File: config.mk
export PLATFORM = sky130hd
export DESIGN_NAME = mem_port_arbiter
export DESIGN_NICKNAME = d
export VERILOG_FILES = /design/src/rtl/mem_port_arbiter.sv
export SDC_FILE = /design/constraint.sdc
export NUM_CORES = 1
export LEC_CHECK = 0
export ABC_AREA = 0
export BUFFER_PORTS_ARGS = -buffer_cell sky130_fd_sc_hd__buf_2
export CORE_AREA = 2 2 85 87
export DETAILED_ROUTE_END_ITERATION = 7
export DIE_AREA = 0 0 87 89
export PLACE_DENSITY = 0.69
export RECOVER_POWER = 25
export SLEW_MARGIN = 20
export SYNTH_ARGS = -nofsm -noshare
export SYNTH_HDL_FRONTEND = slang
export SYNTH_SLANG_ARGS = --single-unit
File: constraint.sdc
create_clock -name clk -period 1.9 [get_ports clk]
set_input_delay 0 -clock clk [delete_from_list [all_inputs] [get_ports clk]]
set_output_delay 0 -clock clk [all_outputs]
set_load 0.05 [all_outputs]
File: src/rtl/mem_port_arbiter.sv
// Arbitrates a single-ported synchronous memory between instruction fetch and
// the load/store stage, returning read data after a fixed latency.
module mem_port_arbiter #(
  parameter int unsigned AWIDTH      = 14,
  parameter int unsigned DWIDTH      = 32,
  parameter int unsigned RD_LATENCY  = 1,
  parameter int unsigned MAX_DSTREAK = 3
) (
  input  logic              clk,
  input  logic              rst_n,
  input  logic              if_req,
  input  logic [AWIDTH-1:0] if_addr,
  output logic              if_gnt,
  output logic              if_rvalid,
  output logic [DWIDTH-1:0] if_rdata,
  input  logic              d_req,
  input  logic [3:0]        d_we,
  input  logic [AWIDTH-1:0] d_addr,
  input  logic [DWIDTH-1:0] d_wdata,
  output logic              d_gnt,
  output logic              d_rvalid,
  output logic [DWIDTH-1:0] d_rdata,
  output logic              mem_en,
  output logic [3:0]        mem_we,
  output logic [AWIDTH-1:0] mem_addr,
  output logic [DWIDTH-1:0] mem_wdata,
  input  logic [DWIDTH-1:0] mem_rdata,
  output logic              stall_if
);

  localparam int unsigned CW = (RD_LATENCY > 1) ? $clog2(RD_LATENCY) : 1;
  localparam int unsigned SW = 4;
  localparam logic [CW-1:0] LAST_CNT = CW'(RD_LATENCY - 1);
  localparam logic [SW-1:0] SMAX     = SW'(MAX_DSTREAK);

  typedef enum logic {
    IDLE,
    RD_WAIT
  } state_t;

  state_t        state, state_nx;
  logic          owner_d, owner_d_nx;
  logic [CW-1:0] cnt, cnt_nx;
  logic [SW-1:0] streak, streak_nx;
  logic          resp, issue_ok, grant_if, grant_d;

  // State, owner, latency and fairness registers
  always_ff @(posedge clk or negedge rst_n) begin
    if (!rst_n) begin
      state   <= IDLE;
      owner_d <= 1'b0;
      cnt     <= '0;
      streak  <= '0;
    end else begin
      state   <= state_nx;
      owner_d <= owner_d_nx;
      cnt     <= cnt_nx;
      streak  <= streak_nx;
    end
  end

  // Arbitration, next state and memory-side outputs
  always_comb begin
    state_nx   = state;
    owner_d_nx = owner_d;
    cnt_nx     = cnt;
    streak_nx  = streak;
    grant_if   = 1'b0;
    grant_d    = 1'b0;

    resp     = (state == RD_WAIT) && (cnt == LAST_CNT);
    // Reset also blocks the combinational grant path while held
    issue_ok = rst_n && ((state == IDLE) || resp);

    if (issue_ok) begin
      if (d_req && (!if_req || (streak != SMAX))) grant_d = 1'b1;
      else if (if_req)                            grant_if = 1'b1;
    end

    if (state == RD_WAIT) begin
      if (resp) state_nx = IDLE;
      else      cnt_nx   = cnt + CW'(1);
    end

    if (grant_if || (grant_d && (d_we == 4'b0000))) begin
      state_nx   = RD_WAIT;
      owner_d_nx = grant_d;
      cnt_nx     = '0;
    end else if (grant_d) begin
      state_nx = IDLE;
    end

    if (!if_req || grant_if)             streak_nx = '0;
    else if (grant_d && (streak != SMAX)) streak_nx = streak + SW'(1);

    if_gnt    = grant_if;
    d_gnt     = grant_d;
    mem_en    = grant_if || grant_d;
    mem_we    = grant_d ? d_we : 4'b0000;
    mem_addr  = grant_d ? d_addr : (grant_if ? if_addr : '0);
    mem_wdata = grant_d ? d_wdata : '0;
    stall_if  = if_req && !grant_if;

    if_rvalid = resp && !owner_d;
    d_rvalid  = resp && owner_d;
    if_rdata  = if_rvalid ? mem_rdata : '0;
    d_rdata   = d_rvalid ? mem_rdata : '0;
  end

endmodule

# Word-level counts from Yosys, hierarchy flattened

Cells that the tools add are included.

Output and inout port bits: 120
Word-level logic and storage cells: 50
Register bits: 7

Bitwise logic cells: 2
Reduce and logical (&&, ||, !) cells: 20
Add/subtract/negate cells: 2
Eq/ne operators: 2
Muxes and demuxes: 20

Operators by type and width:

| cell                                                                     | number |
|---|---|
| 32-bit two-way mux                                                       | 3 |
| 14-bit two-way mux                                                       | 2 |
| 1-bit two-way mux                                                        | 12 |
| 4-bit two-way mux                                                        | 3 |
| 1-bit logical AND                                                        | 8 |
| 1-bit logical OR                                                         | 5 |
| 4-bit by 1-bit adder with 4-bit output (second input constant)           | 1 |
| 4-bit logical NOT                                                        | 1 |
| 4-bit by 2-bit inequality test with 1-bit output (second input constant) | 1 |
| 2-bit nonzero test                                                       | 2 |
| 1-bit logical NOT                                                        | 3 |
| 2-bit by 1-bit inequality test with 1-bit output (second input constant) | 1 |
| 1-bit inverter                                                           | 2 |
| 2-bit AND reduction                                                      | 1 |
| 1-bit adder (second input constant)                                      | 1 |

# Logic depth before layout (Yosys ltp)

Word-level depth: 9
Depth in mapped cells: 6
Depth with buffers taken out: 4

# Worst setup path before layout

Ideal clock, no wire load.

Path type: reg-to-output
From: reg streak[0]
To: out mem_addr[10]
Data required time: 1900 ps
Slack: -60 ps
Stages on the path, launching flop included: 7
Buffers on the path: 2
Arrival time: 1960 ps
Cell sequence: dfrtp_1 > ha_1 > nand4bb_4 > buf_4 > buf_2 > nand3_1 > a21oi_1

Cells in the longest elaborated chain, start to end: 7

Ends and longest elaborated chain:

| element                                            | line | text |
|---|---|---|
| from (decl)                                        | 44   | `logic [SW-1:0] streak, streak_nx;` |
| from (signal assigned)                             | 58   | `streak <= streak_nx;` |
| 4-bit by 2-bit inequality test with 1-bit output * | 76   | `if (d_req && (!if_req \|\| (streak != SMAX))) grant_d = 1'b1;` |
| 1-bit logical OR *                                 | 76   |  |
| 1-bit logical AND *                                | 76   |  |
| 1-bit two-way mux                                  | 76   |  |
| 1-bit two-way mux                                  | 75   | `if (issue_ok) begin` |
| 14-bit two-way mux                                 | 100  | `mem_addr = grant_d ? d_addr : (grant_if ? if_addr : '0);` |
| 14-bit two-way mux *                               | 100  |  |
| to (decl)                                          | 25   | `output logic [AWIDTH-1:0] mem_addr,` |

Mark *: on every way between the ends. The rest lies on a longest branch, timed or not.

# Worst setup path after layout

From: reg streak[0]
To: out mem_addr[3]

The elaborated chain is that of the path after synthesis.

==> run metrics <==
count of warnings emitted by yosys 0; Clk Latency, worst-skew pair 230 ps; maximum number of pins on one net before global-route repair 38; Chip Width 87 um; max-slew violation total from the final report 0; period utilization 96.8%; drt wl/cell 12.8 um; maximum clock path buffer count 2; Mapped Area 1500 um^2; leakage power total 1.68 nW; Post-synth ARST share 100%; GRT Resource Usage Total 14.4%; initial antenna violation count 1; Max-slew headroom 74.7%; Placement Rows 30; synthesized area per cell 6.73 um^2; master cell of the clock root buffer sky130_fd_sc_hd__clkbuf_8; share of the yosys chip area belonging to registers 11.7%; average via count per standard cell 4.38; antenna violation net count after detailed routing 0; number of buffers inserted during clock tree synthesis 3; final antenna diode count 0; instance count of the mapped netlist 223; switching portion of total power 52.2%; fraction of final layout cells sized beyond drive strength 1 57.4%; maximum capacitance violations 0; Final Power 1.11 mW; post-layout min period 1840 ps; number of setup buffers added after CTS 0; final worst setup slack 60.5 ps; total wirelength of the detailed-routed design 6600 um; startpoint types flip-flop; TritonCTS Sinks 7; number of flops mapped to enable cells by yosys 0; library cell occupying the most area in the post-synthesis netlist sky130_fd_sc_hd__and2_1; number of distinct library cell variants in the gate-level netlist after synthesis 32; register bit total from synthesis 7; synthesized netlist net count 324; Worst-path clk slew 40 ps; global placer's final weighted congestion 0.833; Crit path required time 1900 ps; I/O pin total 220; clock group share of total power 18.9%; count of final hold-check violations 0; number of DRC markers in iteration 0 52; slew at the pin with the worst max-slew slack 380 ps; Seq pwr share 14.8%; net load switching power 0.582 mW; area added between synthesis and finish 87.7%; count of buffers from port buffering 219; worst min-delay path class in2async; Synth top area share 42.1%; worst ir drop on vdd 0.307 mV; CP Max Fanout 16; Int Power 0.533 mW; Power Density 396 nW/um^2; post-place setup slack 270 ps; clock tree from TritonCTS done; logic gate share of total power 66.3%; total setup violations reported at the end of the flow 0; router iterations before antenna repair 4; count leader, synth sky130_fd_sc_hd__and2_1; outcome finished, final reports clean; cell types with the largest area share after synthesis sky130_fd_sc_hd__and2_1 42%, sky130_fd_sc_hd__dfrtp_1 12%, sky130_fd_sc_hd__a21o_1 7.0%; classification of the worst setup path reg2out; DP Wirelength 5420 um; global-route wire length before repair 9100 um; Total Die Area 7740 um^2; worst clock skew 4.97 ps; net count reported at finish 536; number of levels the H-tree was split into 1; Max Freq 544 MHz; starting density of the core 22.3%; GR Overflow Total 0; top post-synthesis cells by count 101 x sky130_fd_sc_hd__and2_1, 18 x sky130_fd_sc_hd__a21oi_1, 17 x sky130_fd_sc_hd__nand2_1, 17 x sky130_fd_sc_hd__nand3_1, 14 x sky130_fd_sc_hd__a21o_1; die span in y 89 um; via count 2252; number of global-route vias before repair 1945; predominant post-synthesis flop cell sky130_fd_sc_hd__dfrtp_1; Arr. time, crit path 1840 ps; total core area 6720 um^2; DRC violation count after routing 0; nature of the critical path endpoint output pin
routing by layer:
metal	wire length (um)	vias up	global-route usage (%)	share of wire, %
met5	16	-	0	0.24
met2	3550	101	27.3	54
li1	-	1152	-	-
met1	2530	993	16.2	38
met3	491	4	3.88	7.4
met4	12	2	2.27	0.18
path summary, 6_finish.rpt:
check	startpoint	endpoint	slack, ps	cells after the start
min in group clk	d_req	streak[2]	180	3
max reg2reg	streak[0]	cnt	430	4
max	streak[0]	mem_addr[3]	60	6
min reg2reg	streak[0]	streak[0]	580	1
min	rst_n	streak[2]	150	2
max in group asynchronous	rst_n	streak[3]	1600	2
cell usage in the layout, fill, tap and decap left out, types with 2 or more instances in the layout:
cell type and count:
sky130_fd_sc_hd__and2_1 101, sky130_fd_sc_hd__clkbuf_2 17, sky130_fd_sc_hd__and3_1 2, sky130_fd_sc_hd__buf_4 7
sky130_fd_sc_hd__a21oi_2 10, sky130_fd_sc_hd__a21oi_1 8, sky130_fd_sc_hd__o21ai_0 2, sky130_fd_sc_hd__clkbuf_8 3
sky130_fd_sc_hd__dfrtp_1 7, sky130_fd_sc_hd__a21o_1 14, sky130_fd_sc_hd__clkbuf_4 18, sky130_fd_sc_hd__nor2_1 3
sky130_fd_sc_hd__buf_2 183, sky130_fd_sc_hd__nand4_1 2, sky130_fd_sc_hd__nor2b_1 2, sky130_fd_sc_hd__buf_12 2
sky130_fd_sc_hd__nand3_1 17, sky130_fd_sc_hd__nand2_1 17
critical path: stages, from the launching register on:
cell	delay [ps]
sky130_fd_sc_hd__dfrtp_1	430
sky130_fd_sc_hd__ha_4	190
sky130_fd_sc_hd__nand4bb_4	150
sky130_fd_sc_hd__buf_4	230
sky130_fd_sc_hd__a21o_1	200
sky130_fd_sc_hd__a21oi_2	140
sky130_fd_sc_hd__buf_2	280
logic make-up (layout without fill, tap and decap cells):
kind of cell,count (synthesis),in the layout,synth area share (%)
buf+inv,23,234,8.51
fa+ha+maj,1,1,0.834
flops,7,7,11.7
simple gates,149,149,59.5
compound gates,43,43,19.5
power groups by stage:
stage               Clock (mW)  Sequential (mW)  Combinational [mW]
global route             0.231            0.166               0.784
CTS                      0.219            0.164               0.730
finish                   0.211            0.165               0.739
global placement             0            0.165               0.720
detailed placement           0            0.166               0.728
floorplan                    0            0.164               0.503
per-stage QoR:
step | util, % | setup TNS, ps | cell area (um^2) | cells | hold WS [ps]
finish | 41.9 | 0 | 2820 | 514 | 153
CTS | 41.0 | 0 | 2750 | 514 | 147
detailed placement | 40.2 | 0 | 2700 | 509 | -143
global route | 41.9 | -48.4 | 2820 | 514 | 154
global placement | 40.2 | 0 | 2700 | 509 | -148
floorplan | - | 0 | 1540 | 223 | -296
layout make-up:
type	count	area [um^2]
fillers	699	3900
well taps	80	100
flip-flops and latches	7	175
repair buffers	228	1240
clock buffers	4	45.0
multi-input cells	193	1250
inverters	2	7.51
state kept, by name (all words and copies together), names as in the netlist:
name and flops:
state 1, streak 4, cnt 1, owner_d 1
what timing repair did:
action | in CTS | in global routing
hold buffers | 1 | 0
resized for setup | 0 | 23
hold endpoints to repair | 7 | 0
endpoints found under the setup margin | 0 | 50
(Power assumes the default switching activity.)
